$ cat src/rtl/spi_uart_frame_bridge.sv
// Purpose: SPI-to-UART byte bridge with a FIFO and a compile-time pattern matcher (frame-aligned or sliding).
// Latency: rx_ack and match_pulse come 1 cycle after accept; a byte reaches tx_data 1 cycle after it heads a non-empty FIFO with tx_ready=1.
// Backpressure: tx_ready=0 stalls the TX FSM indefinitely; a byte accepted while the FIFO is full is dropped and overflow is set.
//
// Ports:
//   system_clk, reset         clock, asynchronous active-high reset
//   spi_cs_n                  raw SPI chip select (active low), synchronised here
//   rx_data/rx_ready/rx_ack   byte from spi_slave; rx_ack is a one-cycle accept pulse
//   tx_data/tx_start/tx_ready byte to uart_tx; tx_start is a one-cycle enqueue strobe
//   match_pulse/match_sticky  pattern match flags; match_clear clears the sticky flag
//   overflow                  sticky dropped-byte flag; fifo_level is the FIFO occupancy
module spi_uart_frame_bridge #(
  parameter int DATA_WIDTH = 8,
  parameter int FIFO_DEPTH = 16,
  parameter int PATTERN_LEN = 16,
  parameter logic [PATTERN_LEN*DATA_WIDTH-1:0] PATTERN = {"SPI debug data", 8'h0D, 8'h0A},
  parameter int MATCH_MODE = 0
) (
  input  logic                          system_clk,
  input  logic                          reset,
  input  logic                          spi_cs_n,
  input  logic [DATA_WIDTH-1:0]         rx_data,
  input  logic                          rx_ready,
  output logic                          rx_ack,
  output logic [DATA_WIDTH-1:0]         tx_data,
  output logic                          tx_start,
  input  logic                          tx_ready,
  output logic                          match_pulse,
  output logic                          match_sticky,
  input  logic                          match_clear,
  output logic                          overflow,
  output logic [$clog2(FIFO_DEPTH):0]   fifo_level
);

  localparam int AW    = $clog2(FIFO_DEPTH);
  localparam int LW    = AW + 1;
  localparam int IDX_W = (PATTERN_LEN > 1) ? $clog2(PATTERN_LEN) : 1;
  localparam int CNT_W = $clog2(PATTERN_LEN + 1);
  localparam int PW    = PATTERN_LEN * DATA_WIDTH;

  localparam logic [1:0] ST_IDLE  = 2'd0;
  localparam logic [1:0] ST_ISSUE = 2'd1;
  localparam logic [1:0] ST_GAP   = 2'd2;

  // ---------------- RX accept and FIFO ----------------
  logic                  accept;
  logic                  fifo_full;
  logic                  push;
  logic                  pop;
  logic [AW-1:0]         wr_ptr;
  logic [AW-1:0]         rd_ptr;
  logic [DATA_WIDTH-1:0] mem [FIFO_DEPTH];
  logic [1:0]            tx_state;

  // rx_ack high masks the still-asserted rx_ready, limiting accepts to one per two cycles.
  assign accept    = rx_ready & ~rx_ack;
  // Fullness uses the pre-edge level, so a same-cycle pop never rescues the byte.
  assign fifo_full = (fifo_level == LW'(FIFO_DEPTH));
  assign push      = accept & ~fifo_full;
  assign pop       = (tx_state == ST_IDLE) & (fifo_level != '0) & tx_ready;

  always_ff @(posedge system_clk or posedge reset) begin
    if (reset) begin
      rx_ack   <= 1'b0;
      overflow <= 1'b0;
    end else begin
      rx_ack <= accept;
      if (accept && fifo_full) overflow <= 1'b1;
    end
  end

  always_ff @(posedge system_clk) begin
    if (push) mem[wr_ptr] <= rx_data;
  end

  always_ff @(posedge system_clk or posedge reset) begin
    if (reset) begin
      wr_ptr     <= '0;
      rd_ptr     <= '0;
      fifo_level <= '0;
    end else begin
      if (push) wr_ptr <= wr_ptr + AW'(1);
      if (pop)  rd_ptr <= rd_ptr + AW'(1);
      case ({push, pop})
        2'b10:   fifo_level <= fifo_level + LW'(1);
        2'b01:   fifo_level <= fifo_level - LW'(1);
        default: fifo_level <= fifo_level;
      endcase
    end
  end

  // ---------------- TX FSM ----------------
  // The GAP state gives uart_tx one cycle to update tx_ready before the next load.
  always_ff @(posedge system_clk or posedge reset) begin
    if (reset) begin
      tx_state <= ST_IDLE;
      tx_data  <= '0;
    end else begin
      case (tx_state)
        ST_IDLE: begin
          if (pop) begin
            tx_data  <= mem[rd_ptr];
            tx_state <= ST_ISSUE;
          end
        end
        ST_ISSUE: tx_state <= ST_GAP;
        default:  tx_state <= ST_IDLE;
      endcase
    end
  end

  assign tx_start = (tx_state == ST_ISSUE);

  // ---------------- CS synchroniser ----------------
  logic cs_meta, cs_sync, cs_prev;
  logic cs_fall, cs_rise;

  always_ff @(posedge system_clk or posedge reset) begin
    if (reset) begin
      cs_meta <= 1'b1;
      cs_sync <= 1'b1;
      cs_prev <= 1'b1;
    end else begin
      cs_meta <= spi_cs_n;
      cs_sync <= cs_meta;
      cs_prev <= cs_sync;
    end
  end

  assign cs_fall = cs_prev & ~cs_sync;
  assign cs_rise = ~cs_prev & cs_sync;

  // ---------------- Frame-aligned matcher ----------------
  logic [DATA_WIDTH-1:0] pat_byte [PATTERN_LEN];
  logic [IDX_W-1:0]      byte_idx;
  logic                  mismatch;
  logic                  armed;
  logic                  byte_neq;
  logic                  frame_last;
  logic                  frame_hit;

  // Byte 0 of the pattern is its most significant byte.
  for (genvar i = 0; i < PATTERN_LEN; i++) begin : g_pat
    assign pat_byte[i] = PATTERN[(PATTERN_LEN-1-i)*DATA_WIDTH +: DATA_WIDTH];
  end

  assign byte_neq   = (rx_data != pat_byte[byte_idx]);
  assign frame_last = (byte_idx == IDX_W'(PATTERN_LEN - 1));
  // CS edges take priority over a coincident byte, matching the state update below.
  assign frame_hit  = accept & armed & frame_last & ~mismatch & ~byte_neq & ~cs_fall & ~cs_rise;

  always_ff @(posedge system_clk or posedge reset) begin
    if (reset) begin
      byte_idx <= '0;
      mismatch <= 1'b0;
      armed    <= 1'b0;
    end else if (cs_fall) begin
      byte_idx <= '0;
      mismatch <= 1'b0;
      armed    <= 1'b1;
    end else if (cs_rise) begin
      armed <= 1'b0;
    end else if (accept && armed) begin
      mismatch <= mismatch | byte_neq;
      if (frame_last) armed <= 1'b0;
      else            byte_idx <= byte_idx + IDX_W'(1);
    end
  end

  // ---------------- Sliding-window matcher ----------------
  logic [PW-1:0]    window;
  logic [PW-1:0]    win_next;
  logic [CNT_W-1:0] valid_cnt;
  logic             slide_hit;

  // Oldest byte sits in the MSBs, lining up with pattern byte 0.
  assign win_next  = PW'({window, rx_data});
  assign slide_hit = accept & (valid_cnt >= CNT_W'(PATTERN_LEN - 1)) & (win_next == PATTERN);

  always_ff @(posedge system_clk or posedge reset) begin
    if (reset) begin
      window    <= '0;
      valid_cnt <= '0;
    end else if (accept) begin
      window <= win_next;
      if (valid_cnt != CNT_W'(PATTERN_LEN)) valid_cnt <= valid_cnt + CNT_W'(1);
    end
  end

  // ---------------- Match flags ----------------
  logic match_hit;
  assign match_hit = (MATCH_MODE == 1) ? slide_hit : frame_hit;

  always_ff @(posedge system_clk or posedge reset) begin
    if (reset) begin
      match_pulse  <= 1'b0;
      match_sticky <= 1'b0;
    end else begin
      match_pulse <= match_hit;
      if (match_hit)        match_sticky <= 1'b1;
      else if (match_clear) match_sticky <= 1'b0;
    end
  end

endmodule

$ cat config.mk
export PLATFORM = sky130hd
export DESIGN_NAME = spi_uart_frame_bridge
export DESIGN_NICKNAME = d
export VERILOG_FILES = /design/src/rtl/spi_uart_frame_bridge.sv
export SDC_FILE = /design/constraint.sdc
export NUM_CORES = 1
export LEC_CHECK = 0
export BUFFER_PORTS_ARGS = -buffer_cell sky130_fd_sc_hd__buf_2
export CAP_MARGIN = 20
export CORE_MARGIN = 4
export CORE_UTILIZATION = 55
export DETAILED_ROUTE_END_ITERATION = 10
export PLACE_DENSITY_LB_ADDON = 0.12
export SETUP_SLACK_MARGIN = 0.4
export SYNTH_ARGS = -nofsm -noshare
export SYNTH_HDL_FRONTEND = slang
export SYNTH_SLANG_ARGS = --single-unit
$ cat constraint.sdc
create_clock -name system_clk -period 2.6 [get_ports system_clk]
set_input_delay 0.26 -clock system_clk [delete_from_list [all_inputs] [get_ports system_clk]]
set_output_delay 0.26 -clock system_clk [all_outputs]
set_load 0.01 [all_outputs]
# After elaboration in Yosys (flattened, before gate mapping)
# Memories as Yosys holds them, arrays and structs flattened. A register that Yosys moved wholly into a read port is not among the register bits.
# Index checks and enable logic that the tools add are counted.
[classes] n_reduce_logical=13 n_mux=20 n_bitwise=22 add_sub_neg=5 n_eq_ne=9 n_lt_le_gt_ge=1
[op_table] op="2-to-1 mux 4 bit" count=4
[op_table] op="2-to-1 mux 8 bit" count=2
[op_table] op="adder 4 x 1 -> 4 bit, second input constant" count=3
[op_table] op="AND 1 bit" count=12
[op_table] op="2-to-1 mux 1 bit" count=11
[op_table] op="one-hot mux 5 bit (2 select lines)" count=1
[op_table] op="!= test 8 bit" count=1
[op_table] op="NOT 1 bit" count=8
[op_table] op="!= test 2 bit, second input constant" count=3
[op_table] op="AND reduction 2 bit" count=3
[op_table] op="nonzero test 2 bit" count=3
[op_table] op="nonzero test 3 bit" count=2
[op_table] op="adder 5 x 1 -> 5 bit, second input constant" count=1
[op_table] op="== test 5 bit, second input constant" count=1
[op_table] op="greater-or-equal comparator 5 bit, second input constant" count=1
[op_table] op="NOT 4 -> 5 bit" count=1
[op_table] op="nonzero test 5 bit" count=1
[op_table] op="subtractor 5 x 1 -> 5 bit, second input constant" count=1
[op_table] op="== test 2 x 1 -> 1 bit, second input constant" count=2
[op_table] op="== test 4 bit, second input constant" count=1
[op_table] op="one-hot mux 2 bit (2 select lines)" count=1
[op_table] op="AND reduction 3 bit" count=1
[op_table] op="== test 2 bit, second input constant" count=1
[op_table] op="logical AND 1 bit" count=2
[op_table] op="3 further kinds" count=3
[totals] mem_bits_rw=128 elab_cells=86 inputBits=14 out_inout_bits=18 ff_bits=28 romBits=128 mem_count=2
[mem_list] memory="(no name shown)" depth=16 word_bits=8 rd=1 rd_clocked_by_memory_dff=0 write_ports=0 line="147" text="assign byte_neq = (rx_data != pat_byte[byte_idx]);"
[mem_list] memory="mem" depth=16 word_bits=8 rd=1 rd_clocked_by_memory_dff=1 write_ports=1 line="52" text="logic [DATA_WIDTH-1:0] mem [FIFO_DEPTH];"

# Logic depth before layout (Yosys ltp)
# Gate-level depths: netlist of run 1.
[depth] ltp_word=10 depth_mapped=12 depth_no_buf=11

# Worst setup path after synthesis of run 1
# OpenSTA, ideal clock, no wires.
[synth_timing] kind="reg2reg" start="register fifo_level[1]" end="register fifo_level[4]" n_path_buf=1 arrival_time_ps=2726 path_slack_ps=-206 path_stages_with_launch=12 period_less_slack_ps=2806 setup_time_ps=79 required_ps=2521 path_cell_list="dfrtp_1 -> or4_1 -> o211ai_1 -> buf_4 -> inv_1 -> ha_1 -> ha_1 -> nor2b_1 -> o21ai_0 -> a21oi_1 -> nor3_1 -> xor2_1"
[synth_between] elab_chain_cells=5 word_cells_on_any_way=12 classes_between="add/sub: 2; eq/ne: 3; mux: 1; bitwise: 4; reduce/logical: 2"
[synth_lines] item="start, declared" line="32" text="output logic [$clog2(FIFO_DEPTH):0] fifo_level"
[synth_lines] item="start signal, assigned" line="85" text="2'b10: fifo_level <= fifo_level + LW'(1);"
[synth_lines] item="start signal, assigned" line="86" text="2'b01: fifo_level <= fifo_level - LW'(1);"
[synth_lines] item="start signal, assigned" line="87" text="default: fifo_level <= fifo_level;"
[synth_lines] item="nonzero test 5 bit *" line="60" text="assign pop = (tx_state == ST_IDLE) & (fifo_level != '0) & tx_ready;"
[synth_lines] item="AND 1 bit * (2 in a row)" line="60"
[synth_lines] item="via pop" line="49" text="logic pop;"
[synth_lines] item="== test 2 x 1 -> 1 bit or == test 2 bit (tied branches)" line="84" text="case ({push, pop})"
[synth_lines] item="one-hot mux 5 bit (2 select lines) or nonzero test 2 bit (tied branches)"
# The timed path passes the listed nets; every way through them passes the cells marked *.
# A chain may end at the register's enable or synchronous reset.

# Worst setup path in the final report of run 1
# Same ends and word-level chain as after synthesis.

==> metrics.md, run 1 <==
| Metric | Value |
|---|---|
| Worst-path clk slew | `0.07 ns` |
| Power per standard cell area | `1050 nW/um^2` |
| Arrival time of data at the critical path endpoint | `2.84 ns` |
| Instance count on the critical path | `11` |
| Crit start category | `flop` |
| Fraction of power consumed by the clock network | `29.9%` |
| Combinational share of power | `29.5%` |
| Status | `finished clean` |
| Post-route fraction of the period consumed by the critical path | `97.4%` |
| Largest net degree at the start of global routing | `35` |
| Final estimated routing congestion in global placement | `0.783` |
| Setup WS pre-CTS | `0.0241 ns` |
| Final setup vio count | `0` |
| Maximum vdd drop | `0.000509 V` |
| Source of the worst register-to-register timing path | `fifo_level[1]$_DFFE_PP0P_` |
| Std-Cell Rows | `41` |
| Clk sink count | `164` |
| Cell at the root of the clock tree | `clkbuf_16` |
| Cell family with the largest share of critical-path delay | `simple AND/OR/NAND/NOR gates` |
| Net count of the mapped netlist | `443` |
| Utilization after layout | `65.9%` |
| Total Die Area | `14,700 sq um` |
| Commonest register cell after synthesis | `edfxtp_1` |
| Number of pins with negative max-slew slack in the final report | `0` |
| Worst Path Buf+Inv | `2` |
| Routed wire per std cell | `20.7 um` |
| Via count | `3,674` |
| Detailed Route Iter0 Violations | `262` |
| Total negative slack for setup checks | `0 ns` |
| Cell type contributing the most total cell area after synthesis | `edfxtp_1` |
| Drt first pass iters | `5` |
| Worst hold slack across all endpoints | `0.0233 ns` |
| Minimum period implied by the final worst setup slack | `2.53 ns` |
| Detailed-placement wirelength estimate | `8440 um` |
| Count leader, synth | `edfxtp_1` |
| Achievable Freq | `395 MHz` |
| Total of fill cells in the finished design | `892` |
| Worst Reg2Reg Path Length in Cells | `11` |
| Ant diodes | `0` |
| Cell area after synthesis | `7060 sq um` |
| Number of placed instances, taps included | `602` |
| Category of the critical setup timing path | `flop to flop` |
| Residual overflow from global routing | `0` |
| Floorplan core area | `12,600 sq um` |
| Global-route usage over all layers | `19.3%` |
| Maxcap violations | `0` |
| Worst r2r dst | `fifo_level[4]$_DFFE_PP0P_` |
| Switching Power | `0.00268 W` |
| CP peak stage delay | `0.51 ns` |
| Area growth from synthesis to final layout | `17.8%` |
| Ratio of routed vias to standard cells | `5.67` |
| Number of synthesis warnings | `0` |
| Clock tree from TritonCTS | `done` |
| I/O pin total | `32` |
| Initial antenna violation count | `0` |
| Required arrival time at the worst endpoint | `2.91 ns` |
| Async set-or-reset flop fraction in the synthesized netlist | `22.0%` |
| Via count of the first global-routing pass | `3,726` |
| First-pass GRT wire length | `20,900 um` |
| Setup slack of the critical path after layout | `0.0680 ns` |
| Post-DRT Antenna Nets | `0` |
| Fraction of post-synthesis cell area in the top cell type by area | `54.4%` |
| Syn avg cell area | `17.2 sq um` |
| Fraction of the yosys area taken by sequential cells | `67.2%` |
| Largest fanout on the critical path | `4` |
| Max-slew headroom | `57.5%` |
| Source-to-sink clock delay at the later pin of the worst-skew pair | `0.43 ns` |
| Post-Layout Cell Count | `648` |
| Worst-case register-to-register setup slack | `0.07 ns` |
| Post-route DRC | `0` |
| Crit path from | `fifo_level[1]$_DFFE_PP0P_` |
| Worst clock skew on the final layout | `0.0161 ns` |
| Endpoint class of the critical path | `flop` |
| Die outline height | `121 um` |
| Sum of routed wire length over all layers | `13,400 um` |
| Slowest stage cell on the critical path | `or4_1` |
| Distinct cell type count after synthesis | `58` |
| Total of flip-flops plus latches after synthesis | `164` |
| Final Hold Vio Count | `0` |
| Number of buffers inserted during clock tree synthesis | `17` |
| Leading cell types by count after synthesis | `128 x edfxtp_1, 40 x nand2_1, 33 x dfrtp_1` |
| Worst hold-check path type | `primary input to flop` |
| Horiz. Die Dim | `121 um` |
| Number of port buffers | `31` |
| Sequential fraction of design power | `40.7%` |
| Maximum buffer depth of the clock tree | `2` |
| Layout net count | `496` |
| Top area cells in the synthesized netlist | `edfxtp_1 54%, dfrtp_1 12%, mux4_2 7.0%` |
| Unrepaired setup endpoints after global routing | `true` |
| Number of enable-type register cells in the synthesized netlist | `128` |
| Switching share of power | `30.8%` |
| Pin slew with the least headroom to its limit | `0.638 ns` |
| Leakage component of the power | `3.06 nW` |
| Syn Inst Count | `410` |
| Depth of the CTS H-tree | `4` |
| Critical Path, Cell by Cell | `or4_1 > o211ai_1 > inv_2 > ha_4 > inv_1 > fa_2 > nor2b_4 > o21ai_2 > and3_4 > nor3_4 > xor2_1` |
| Setup crit end | `fifo_level[4]$_DFFE_PP0P_` |
| Share of layout cells above drive strength 1 | `33.4%` |
| Initial standard-cell utilization of the core | `56.0%` |
| Cell-internal power | `0.00602 W` |
worst min path at each step:
stage | startpoint | to | slack [ns] | cells past startpoint
after floorplan | spi_cs_n | cs_meta$_DFF_PP1_ | 0.26 | 0
after detailed placement | reset | match_pulse$_DFF_PP0_ | 0.32 | 2
after global routing | match_clear | match_sticky$_DFFE_PP0P_ | 0.01 | 2
final | match_clear | match_sticky$_DFFE_PP0P_ | 0.02 | 2
after CTS | match_clear | match_sticky$_DFFE_PP0P_ | 0.0004 | 2
after global placement | reset | armed$_DFFE_PP0P_ | 0.30 | 2
power by group through the flow:
stage / Clock, W / Sequential [W] / Combinational [W]
3_5_place_dp: 0 / 0.00357 / 0.00228
3_3_place_gp: 0 / 0.00355 / 0.00224
5_1_grt: 0.00277 / 0.00359 / 0.00278
6_report: 0.00260 / 0.00354 / 0.00256
2_1_floorplan: 0 / 0.00343 / 0.00184
4_1_cts: 0.00264 / 0.00351 / 0.00235
metrics by stage:
stage	power, W	cell area (sq um)
after floorplan	0.00527	7120
after global placement	0.00580	7410
after detailed placement	0.00585	7410
after CTS	0.00851	8100
after global routing	0.00914	8320
final	0.00870	8320
logic make-up (layout without fill, tap and decap cells):
family,count (synthesis),after routing,synth area share [%]
buffers and inverters,39,105,3.29
AND/OR/NAND/NOR,94,94,6.16
flip-flops,164,164,67.2
multiplexers,48,48,14.9
adder cells (fa/ha/maj),19,19,3.47
AO/OA/AOI/OAI,34,34,3.42
XOR/XNOR,12,12,1.49
worst register-to-register path: stages, from the launching register on:
cell and delay, ns:
dfrtp_1 0.40, or4_1 0.52, o211ai_1 0.28, inv_2 0.09
ha_4 0.19, inv_1 0.11, fa_2 0.25, nor2b_4 0.05
o21ai_2 0.14, and3_4 0.21, nor3_4 0.04, xor2_1 0.13
area by class of cell:
| cell class | count | area [sq um] | area share, % |
|---|---|---|---|
| clock buffer | 17 | 425 | 5.11 |
| sequential | 164 | 4760 | 57.1 |
| multi-input combinational | 207 | 2310 | 27.7 |
| inverter | 19 | 73.8 | 0.887 |
| timing repair buffer | 54 | 349 | 4.19 |
| tap | 172 | 215 | 2.59 |
| clock inverter | 15 | 195 | 2.35 |
routing by layer:
| metal | part of all wire (%) | wire [um] | up-vias | global-route usage, % |
|---|---|---|---|---|
| met1 | 45 | 5990 | 1897 | 28.0 |
| met5 | 0 | 0 | - | 0 |
| met3 | 3.5 | 473 | 14 | 4.90 |
| met4 | 1.0 | 135 | 0 | 5.46 |
| met2 | 51 | 6790 | 63 | 29.4 |
| li1 | - | - | 1700 | - |
flip-flops by register name, summed over array words and instances, names as in the netlist, 2 cells and up:
register / flops
tx_data: 8
fifo_level: 5
mem: 128
wr_ptr: 4
byte_idx: 4
rd_ptr: 4
tx_state: 2
repair_timing:
item / CTS / global route
endpoints found under the setup margin: 6 / 127
endpoints found under the hold margin: 11 / 0
pin swaps: 3 / 19
setup buffers: 4 / 8
hold buffers: 2 / 0
gates resized for setup: 7 / 39
placed cells by master, fill, tap and decap left out, types with 3 or more instances in the layout:
master | Yosys | layout
dfstp_2 | 3 | 3
nand4_1 | 4 | 4
nor3_1 | 9 | 4
buf_2 | 5 | 31
o21ai_0 | 5 | 3
inv_2 | 1 | 3
nand3_1 | 3 | 3
nand2b_1 | 5 | 5
buf_4 | 5 | 19
nor3_4 | 0 | 5
inv_6 | 0 | 3
ha_4 | 0 | 6
inv_8 | 0 | 3
a21oi_1 | 7 | 5
clkinvlp_4 | 0 | 3
clkbuf_16 | 0 | 17
mux4_1 | 18 | 18
inv_1 | 18 | 15
edfxtp_1 | 128 | 128
ha_1 | 18 | 11
xor2_1 | 3 | 3
dfrtp_2 | 0 | 6
nand2_1 | 40 | 40
nor2_1 | 18 | 7
nor2_2 | 0 | 11
nor2b_1 | 5 | 4
mux4_2 | 22 | 22
bufinv_16 | 0 | 3
xnor2_1 | 9 | 9
mux2i_1 | 6 | 5
dfrtp_1 | 33 | 27
Power figures use the tool's default switching activity.
==> run 2, diff against run 1 <==
BUFFER_PORTS_ARGS = -buffer_cell sky130_fd_sc_hd__buf_4   (was -buffer_cell sky130_fd_sc_hd__buf_2)
==> metrics.md, run 2 (synthesis results as in run 1) <==
| Metric | Value |
|---|---|
| Routed wire per std cell | `21.0 um (was 20.7 um)` |
| Source-to-sink clock delay at the later pin of the worst-skew pair | `0.42 ns (was 0.43 ns)` |
| Area growth from synthesis to final layout | `22.0% (was 17.8%)` |
| Total of fill cells in the finished design | `859 (was 892)` |
| Final estimated routing congestion in global placement | `0.784 (was 0.783)` |
| Drt first pass iters | `4 (was 5)` |
| Via count of the first global-routing pass | `3,702 (was 3,726)` |
| Detailed Route Iter0 Violations | `245 (was 262)` |
| Global-route usage over all layers | `19.7% (was 19.3%)` |
| Post-route DRC | `0 (unchanged)` |
| Final Hold Vio Count | `0 (unchanged)` |
| Pin slew with the least headroom to its limit | `0.724 ns (was 0.638 ns)` |
| Initial antenna violation count | `0 (unchanged)` |
| Flip-flop count of the largest register, all copies and words added | `128 (unchanged)` |
| Floorplan core area | `12,600 sq um (unchanged)` |
| Clk sink count | `164 (unchanged)` |
| Setup slack of the critical path after layout | `0.0876 ns (was 0.0680 ns)` |
| I/O pin total | `32 (unchanged)` |
| Number of port buffers | `31 (unchanged)` |
| Achievable Freq | `398 MHz (was 395 MHz)` |
| Ant diodes | `0 (unchanged)` |
| Clock tree from TritonCTS | `done (unchanged)` |
| First-pass GRT wire length | `21,100 um (was 20,900 um)` |
| Category of the critical setup timing path | `flop to flop (unchanged)` |
| Power per standard cell area | `1050 nW/um^2 (about the same)` |
| Largest registers | `mem (128), tx_data (8), fifo_level (5) (unchanged)` |
| Worst-path clk slew | `0.06 ns (was 0.07 ns)` |
| Post-DP Area | `7480 sq um (was 7410 sq um)` |
| Maximum vdd drop | `0.000520 V (was 0.000509 V)` |
| Via count | `3,784 (was 3,674)` |
| Max-slew headroom | `51.7% (was 57.5%)` |
| Std-Cell Rows | `41 (unchanged)` |
| Post-Layout Cell Count | `662 (was 648)` |
| Post-route fraction of the period consumed by the critical path | `96.6% (was 97.4%)` |
| Leakage component of the power | `3.21 nW (was 3.06 nW)` |
| Setup WS pre-CTS | `-0.0114 ns (was 0.0241 ns)` |
| Post-DRT Antenna Nets | `0 (unchanged)` |
| Status | `finished clean (unchanged)` |
| Total negative slack for setup checks | `0 ns (unchanged)` |
| Minimum period implied by the final worst setup slack | `2.51 ns (was 2.53 ns)` |
| Number of buffers inserted during clock tree synthesis | `17 (unchanged)` |
| Number of pins with negative max-slew slack in the final report | `0 (unchanged)` |
| Required arrival time at the worst endpoint | `2.90 ns (was 2.91 ns)` |
| Crit start category | `flop (unchanged)` |
| Most common cell after layout, fill and taps aside | `edfxtp_1 (unchanged)` |
| Depth of the CTS H-tree | `4 (unchanged)` |
| Initial standard-cell utilization of the core | `56.0% (unchanged)` |
| Arrival time of data at the critical path endpoint | `2.81 ns (was 2.84 ns)` |
| Final setup vio count | `0 (unchanged)` |
| Horiz. Die Dim | `121 um (unchanged)` |
| Commonest non-fill, non-tap cells in the layout | `128 x edfxtp_1, 50 x buf_4, 27 x nand2_1 (was 128 x edfxtp_1, 40 x nand2_1, 31 x buf_2)` |
| Largest net degree at the start of global routing | `36 (was 35)` |
| Worst hold-check path type | `primary input to flop (unchanged)` |
| Largest fanout on the critical path | `4 (unchanged)` |
| Share of layout cells above drive strength 1 | `37.1% (was 33.4%)` |
| Cell at the root of the clock tree | `clkbuf_16 (unchanged)` |
| Maximum buffer depth of the clock tree | `2 (unchanged)` |
| Ratio of routed vias to standard cells | `5.72 (was 5.67)` |
| Utilization after layout | `68.3% (was 65.9%)` |
| Unrepaired setup endpoints after global routing | `true (unchanged)` |
| Register with the highest flop count | `mem (unchanged)` |
| Worst clock skew on the final layout | `0.00497 ns (was 0.0161 ns)` |
| Sum of routed wire length over all layers | `13,900 um (was 13,400 um)` |
| Detailed-placement wirelength estimate | `8310 um (was 8440 um)` |
| Finished layout cell area | `8620 sq um (was 8320 sq um)` |
| Number of placed instances, taps included | `601 (was 602)` |
| Residual overflow from global routing | `0 (unchanged)` |
| Endpoint class of the critical path | `flop (unchanged)` |
| Layout net count | `510 (was 496)` |
| Maxcap violations | `0 (unchanged)` |
| Die outline height | `121 um (unchanged)` |
| Total Die Area | `14,700 sq um (unchanged)` |
-- run 2: changes by cell type in the layout (fill, tap and decap cells not counted), moves of 10 or more --
cell	delta
buf_2	-31
buf_4	+31
buf_6	+10
nand2_1	-13
nand2_2	+10
-- run 2: layout make-up --
type / count / area, sq um / share of cell area, %
Clock inverter: 8 / 86.3 / 1.00
Sequential cell: 164 / 4760 / 55.2
Clock buffer: 24 / 526 / 6.10
Multi-Input combinational cell: 207 / 2350 / 27.3
Tap cell: 172 / 215 / 2.50
Inverter: 19 / 86.3 / 1.00
Timing Repair Buffer: 68 / 594 / 6.90
-- run 2: worst paths after layout --
path / startpoint / depth (start not counted) / slack, ns / to
min: rx_data[3] / 1 / 0.17 / mem[11][3]$_DFFE_PP_
max: fifo_level[1]$_DFFE_PP0P_ / 11 / 0.09 / fifo_level[4]$_DFFE_PP0P_
max reg2reg: fifo_level[1]$_DFFE_PP0P_ / 11 / 0.09 / fifo_level[4]$_DFFE_PP0P_
max in group asynchronous: reset / 4 / 1.44 / fifo_level[3]$_DFFE_PP0P_
min reg2reg: cs_meta$_DFF_PP1_ / 0 / 0.36 / cs_sync$_DFF_PP1_
min in group asynchronous: reset / 3 / 0.44 / match_sticky$_DFFE_PP0P_
-- run 2: layer usage --
metal	track usage [%]	vias up	wire length (um)
li1	-	1728	-
met3	4.57	17	666
met1	28.9	1947	6230
met2	29.8	92	6850
met5	0	-	0
met4	6.02	0	181
-- run 2: what timing repair did --
item / 4_1_cts / 5_1_grt
gates resized for setup: 17 / 68
endpoints found under the hold margin: 12 / 0
setup buffers: 16 / 10
pin swaps: 12 / 17
setup endpoints to repair: 31 / 116
hold buffers: 3 / 0
-- run 2: per-stage QoR --
stage                     total power [W]  hold slack (ns)
after CTS                         0.00864            0.168
after detailed placement          0.00592            0.330
after global placement            0.00586            0.314
after floorplan                   0.00527            0.264
final                             0.00906            0.166
after global routing              0.00949            0.179
-- run 2: critical path: stages, from the launching register on --
cell      delay, ns
dfrtp_1        0.38
or4_4          0.54
o211ai_1       0.31
inv_2          0.08
ha_4           0.20
inv_2          0.09
fa_2           0.25
nor2b_4        0.05
o21ai_2        0.13
and3_1         0.18
nor3_2         0.05
xor2_1         0.13
-- run 2: report_power, final --
| group | internal [W] | switching [W] | total (W) |
|---|---|---|---|
| Combinational | 0.00158 | 0.00143 | 0.00300 |
| Sequential | 0.00319 | 0.000339 | 0.00353 |
| Clock | 0.00153 | 0.000998 | 0.00253 |
| Total | 0.00629 | 0.00276 | 0.00906 |
==> run 3, diff against run 2 <==
ABC_AREA = 1   (was not set)
==> metrics.md, run 3 <==
| Metric | Value |
|---|---|
| CP peak stage delay | `0.43 ns (was 0.54 ns)` |
| Net count of the mapped netlist | `700 (was 443)` |
| Commonest non-fill, non-tap cells in the layout | `133 x nor2_1, 128 x edfxtp_1, 101 x nand2_1 (was 128 x edfxtp_1, 50 x buf_4, 27 x nand2_1)` |
| Cell at the root of the clock tree | `clkbuf_16 (unchanged)` |
| Largest fanout on the critical path | `4 (unchanged)` |
| Maximum vdd drop | `0.000477 V (was 0.000520 V)` |
| Critical Path, Cell by Cell | `nor4_4 > nand2_1 > nand3_2 > inv_2 > ha_4 > ha_1 > nand2_1 > inv_1 > o21ai_0 > nand2_1 > o21ai_1 > a21oi_1 > nor2_1 (was or4_4 > o211ai_1 > inv_2 > ha_4 > inv_2 > fa_2 > nor2b_4 > o21ai_2 > and3_1 > nor3_2 > xor2_1)` |
| Worst hold slack across all endpoints | `0.0776 ns (was 0.166 ns)` |
| Horiz. Die Dim | `123 um (was 121 um)` |
| Detailed-placement wirelength estimate | `10,100 um (was 8310 um)` |
| Setup WS pre-CTS | `0.173 ns (was -0.0114 ns)` |
| Number of buffers inserted during clock tree synthesis | `17 (unchanged)` |
| Total Die Area | `15,100 sq um (was 14,700 sq um)` |
| Setup slack of the critical path after layout | `0.387 ns (was 0.0876 ns)` |
| Count leader, synth | `nor2_1 (was edfxtp_1)` |
| Syn avg cell area | `10.9 sq um (was 17.2 sq um)` |
| Share of layout cells above drive strength 1 | `15.7% (was 37.1%)` |
| Ratio of routed vias to standard cells | `5.52 (was 5.72)` |
| Switching Power | `0.00332 W (was 0.00276 W)` |
| Cell area after synthesis | `7260 sq um (was 7060 sq um)` |
| Initial antenna violation count | `0 (unchanged)` |
| Crit start category | `flop (unchanged)` |
| Cell type contributing the most total cell area after synthesis | `edfxtp_1 (unchanged)` |
| Top area cells in the synthesized netlist | `edfxtp_1 53%, dfrtp_1 11%, nor2_1 7.0% (was edfxtp_1 54%, dfrtp_1 12%, mux4_2 7.0%)` |
| Sum of routed wire length over all layers | `15,700 um (was 13,900 um)` |
| Initial standard-cell utilization of the core | `56.8% (was 56.0%)` |
| Clk sink count | `164 (unchanged)` |
| Worst hold-check path type | `primary input to flop (unchanged)` |
| Post-route DRC | `0 (unchanged)` |
| Floorplan core area | `12,800 sq um (was 12,600 sq um)` |
| Cell-internal power | `0.00583 W (was 0.00629 W)` |
| Source-to-sink clock delay at the later pin of the worst-skew pair | `0.43 ns (was 0.42 ns)` |
| Distinct cell type count after synthesis | `30 (was 58)` |
| Total of flip-flops plus latches after synthesis | `164 (unchanged)` |
| Post-DP Area | `7670 sq um (was 7480 sq um)` |
| Sequential fraction of design power | `37.6% (was 38.9%)` |
| Commonest register cell after synthesis | `edfxtp_1 (unchanged)` |
| Number of port buffers | `31 (unchanged)` |
| Clock tree from TritonCTS | `done (unchanged)` |
| Layout net count | `751 (was 510)` |
| I/O pin total | `32 (unchanged)` |
| Combinational share of power | `34.5% (was 33.2%)` |
| Required arrival time at the worst endpoint | `2.96 ns (was 2.90 ns)` |
| Unrepaired setup endpoints after global routing | `true (unchanged)` |
| Max-slew headroom | `58.4% (was 51.7%)` |
| Pin slew with the least headroom to its limit | `0.622 ns (was 0.724 ns)` |
| Number of synthesis warnings | `0 (unchanged)` |
| Leakage component of the power | `3.27 nW (was 3.21 nW)` |
| Largest net degree at the start of global routing | `45 (was 36)` |
| Switching share of power | `36.3% (was 30.5%)` |
| Async set-or-reset flop fraction in the synthesized netlist | `22.0% (unchanged)` |
| Maximum buffer depth of the clock tree | `2 (unchanged)` |
| Total negative slack for setup checks | `0 ns (unchanged)` |
| Drt first pass iters | `5 (was 4)` |
| Arrival time of data at the critical path endpoint | `2.57 ns (was 2.81 ns)` |
| Slowest stage cell on the critical path | `dfrtp_2 (was or4_4)` |
| Utilization after layout | `65.5% (was 68.3%)` |
| Global-route usage over all layers | `22.1% (was 19.7%)` |
| Endpoint class of the critical path | `flop (unchanged)` |
| Number of enable-type register cells in the synthesized netlist | `128 (unchanged)` |
| Depth of the CTS H-tree | `4 (unchanged)` |
| Final setup vio count | `0 (unchanged)` |
| Detailed Route Iter0 Violations | `495 (was 245)` |
| Worst Reg2Reg Path Length in Cells | `13 (was 11)` |
| Worst hold stages | `4 (was 1)` |
| Final estimated routing congestion in global placement | `0.915 (was 0.784)` |
| Status | `finished clean (unchanged)` |
| Fraction of post-synthesis cell area in the top cell type by area | `53.0% (was 54.4%)` |
| Die outline height | `123 um (was 121 um)` |
| Worst clock skew on the final layout | `0.00822 ns (was 0.00497 ns)` |
| Std-Cell Rows | `41 (unchanged)` |
| Power per standard cell area | `1090 nW/um^2 (was 1050 nW/um^2)` |
| Area growth from synthesis to final layout | `15.3% (was 22.0%)` |
| Most prevalent standard cell on the critical path | `nand2_1 (was inv_2)` |
| First-pass GRT wire length | `24,500 um (was 21,100 um)` |
| Ant diodes | `0 (unchanged)` |
| Fraction of power consumed by the clock network | `27.9% (about the same)` |
| Most common cell after layout, fill and taps aside | `nor2_1 (was edfxtp_1)` |
| Final Hold Vio Count | `0 (unchanged)` |
| Flip-flop count of the largest register, all copies and words added | `128 (unchanged)` |
| Post-route fraction of the period consumed by the critical path | `85.1% (was 96.6%)` |
| Minimum period implied by the final worst setup slack | `2.21 ns (was 2.51 ns)` |
| Category of the critical setup timing path | `flop to flop (unchanged)` |
| Worst-path clk slew | `0.07 ns (was 0.06 ns)` |
| Leading cell types by count after synthesis | `136 x nor2_1, 128 x edfxtp_1, 103 x nand2_1 (was 128 x edfxtp_1, 40 x nand2_1, 33 x dfrtp_1)` |
| Maxcap violations | `0 (unchanged)` |
| Via count of the first global-routing pass | `4,762 (was 3,702)` |
| Syn Inst Count | `667 (was 410)` |
| Register with the highest flop count | `mem (unchanged)` |
| Post-DRT Antenna Nets | `0 (unchanged)` |
| Largest registers | `mem (128), tx_data (8), fifo_level (5) (unchanged)` |
| Via count | `4,984 (was 3,784)` |
| Finished layout cell area | `8370 sq um (was 8620 sq um)` |
| Routed wire per std cell | `17.4 um (was 21.0 um)` |
| Residual overflow from global routing | `0 (unchanged)` |
| Number of pins with negative max-slew slack in the final report | `0 (unchanged)` |
| Achievable Freq | `452 MHz (was 398 MHz)` |
| Fraction of the yosys area taken by sequential cells | `65.4% (was 67.2%)` |
==> run 3: changes by cell type after synthesis, sizes merged, moves of 5 or more <==
cell,before,now
nor2,18,137
o21ai,5,77
nand2,40,104
nand3,3,48
mux4,40,0
inv,19,43
o211ai,1,25
nor3,9,1
mux2i,6,0
xnor2,9,3
buf,18,23
nand2b,5,0
nor2b,5,0
==> run 3: layout make-up <==
type	count	area, sq um
Clock buffer	17	425
Clock inverter	15	179
Fill cell	970	4410
Inverter	44	165
Multi-Input combinational cell	431	2160
Sequential cell	164	4750
Tap cell	172	215
Timing Repair Buffer	60	468
==> run 3: worst paths after layout <==
kind / from / to / slack, ns
worst max-delay path: fifo_level[0]$_DFFE_PP0P_ / fifo_level[3]$_DFFE_PP0P_ / 0.39
worst min register to register: cs_meta$_DFF_PP1_ / cs_sync$_DFF_PP1_ / 0.35
worst max register to register: fifo_level[0]$_DFFE_PP0P_ / fifo_level[3]$_DFFE_PP0P_ / 0.39
worst min-delay path: match_clear / match_sticky$_DFFE_PP0P_ / 0.08
max in group asynchronous: reset / cs_meta$_DFF_PP1_ / 1.75
min in group asynchronous: reset / tx_data[2]$_DFFE_PP0P_ / 0.51
==> run 3: cell families after synthesis <==
| kind of cell | Yosys count | share of synthesized area [%] |
|---|---|---|
| compound gates | 111 | 8.60 |
| xor+xnor | 7 | 0.845 |
| fa+ha+maj | 19 | 3.38 |
| buf+inv | 72 | 5.21 |
| flops | 164 | 65.4 |
| simple gates | 294 | 16.5 |
==> run 3: per-layer routing <==
metal / vias to the layer above / global-route usage, % / routed length (um)
met4: 0 / 8.05 / 317
met2: 167 / 35.7 / 7850
li1: 2389 / - / -
met1: 2399 / 29.3 / 6640
met5: - / 0 / 0
met3: 29 / 5.16 / 917
==> run 3: stage by stage <==
stage / power [W] / std cells
after detailed placement: 0.00652 / 863
after global routing: 0.00970 / 903
after floorplan: 0.00565 / 667
after CTS: 0.00911 / 901
after global placement: 0.00642 / 863
final: 0.00915 / 903
==> run 3: power groups by stage <==
stage	Combinational [W]	Clock, W	Sequential, W
global placement	0.00293	0	0.00349
global route	0.00351	0.00272	0.00347
CTS	0.00310	0.00257	0.00344
finish	0.00316	0.00255	0.00344
floorplan	0.00219	0	0.00346
detailed placement	0.00301	0	0.00350
==> run 3: worst max-delay path, delay by kind of cell, from the launching register on <==
family	cells	cell delay [ns]
compound gates	3	0.39
fa+ha+maj	2	0.44
flops	1	0.43
buf+inv	2	0.08
simple gates	6	0.80
==> run 3: what timing repair did <==
| action | in CTS | in global routing |
|---|---|---|
| gates resized for setup | 3 | 7 |
| pin swaps | 3 | 4 |
| hold buffers | 2 | 0 |
| setup buffers | 4 | 2 |
| hold endpoints to repair | 34 | 0 |
| endpoints found under the setup margin | 2 | 26 |
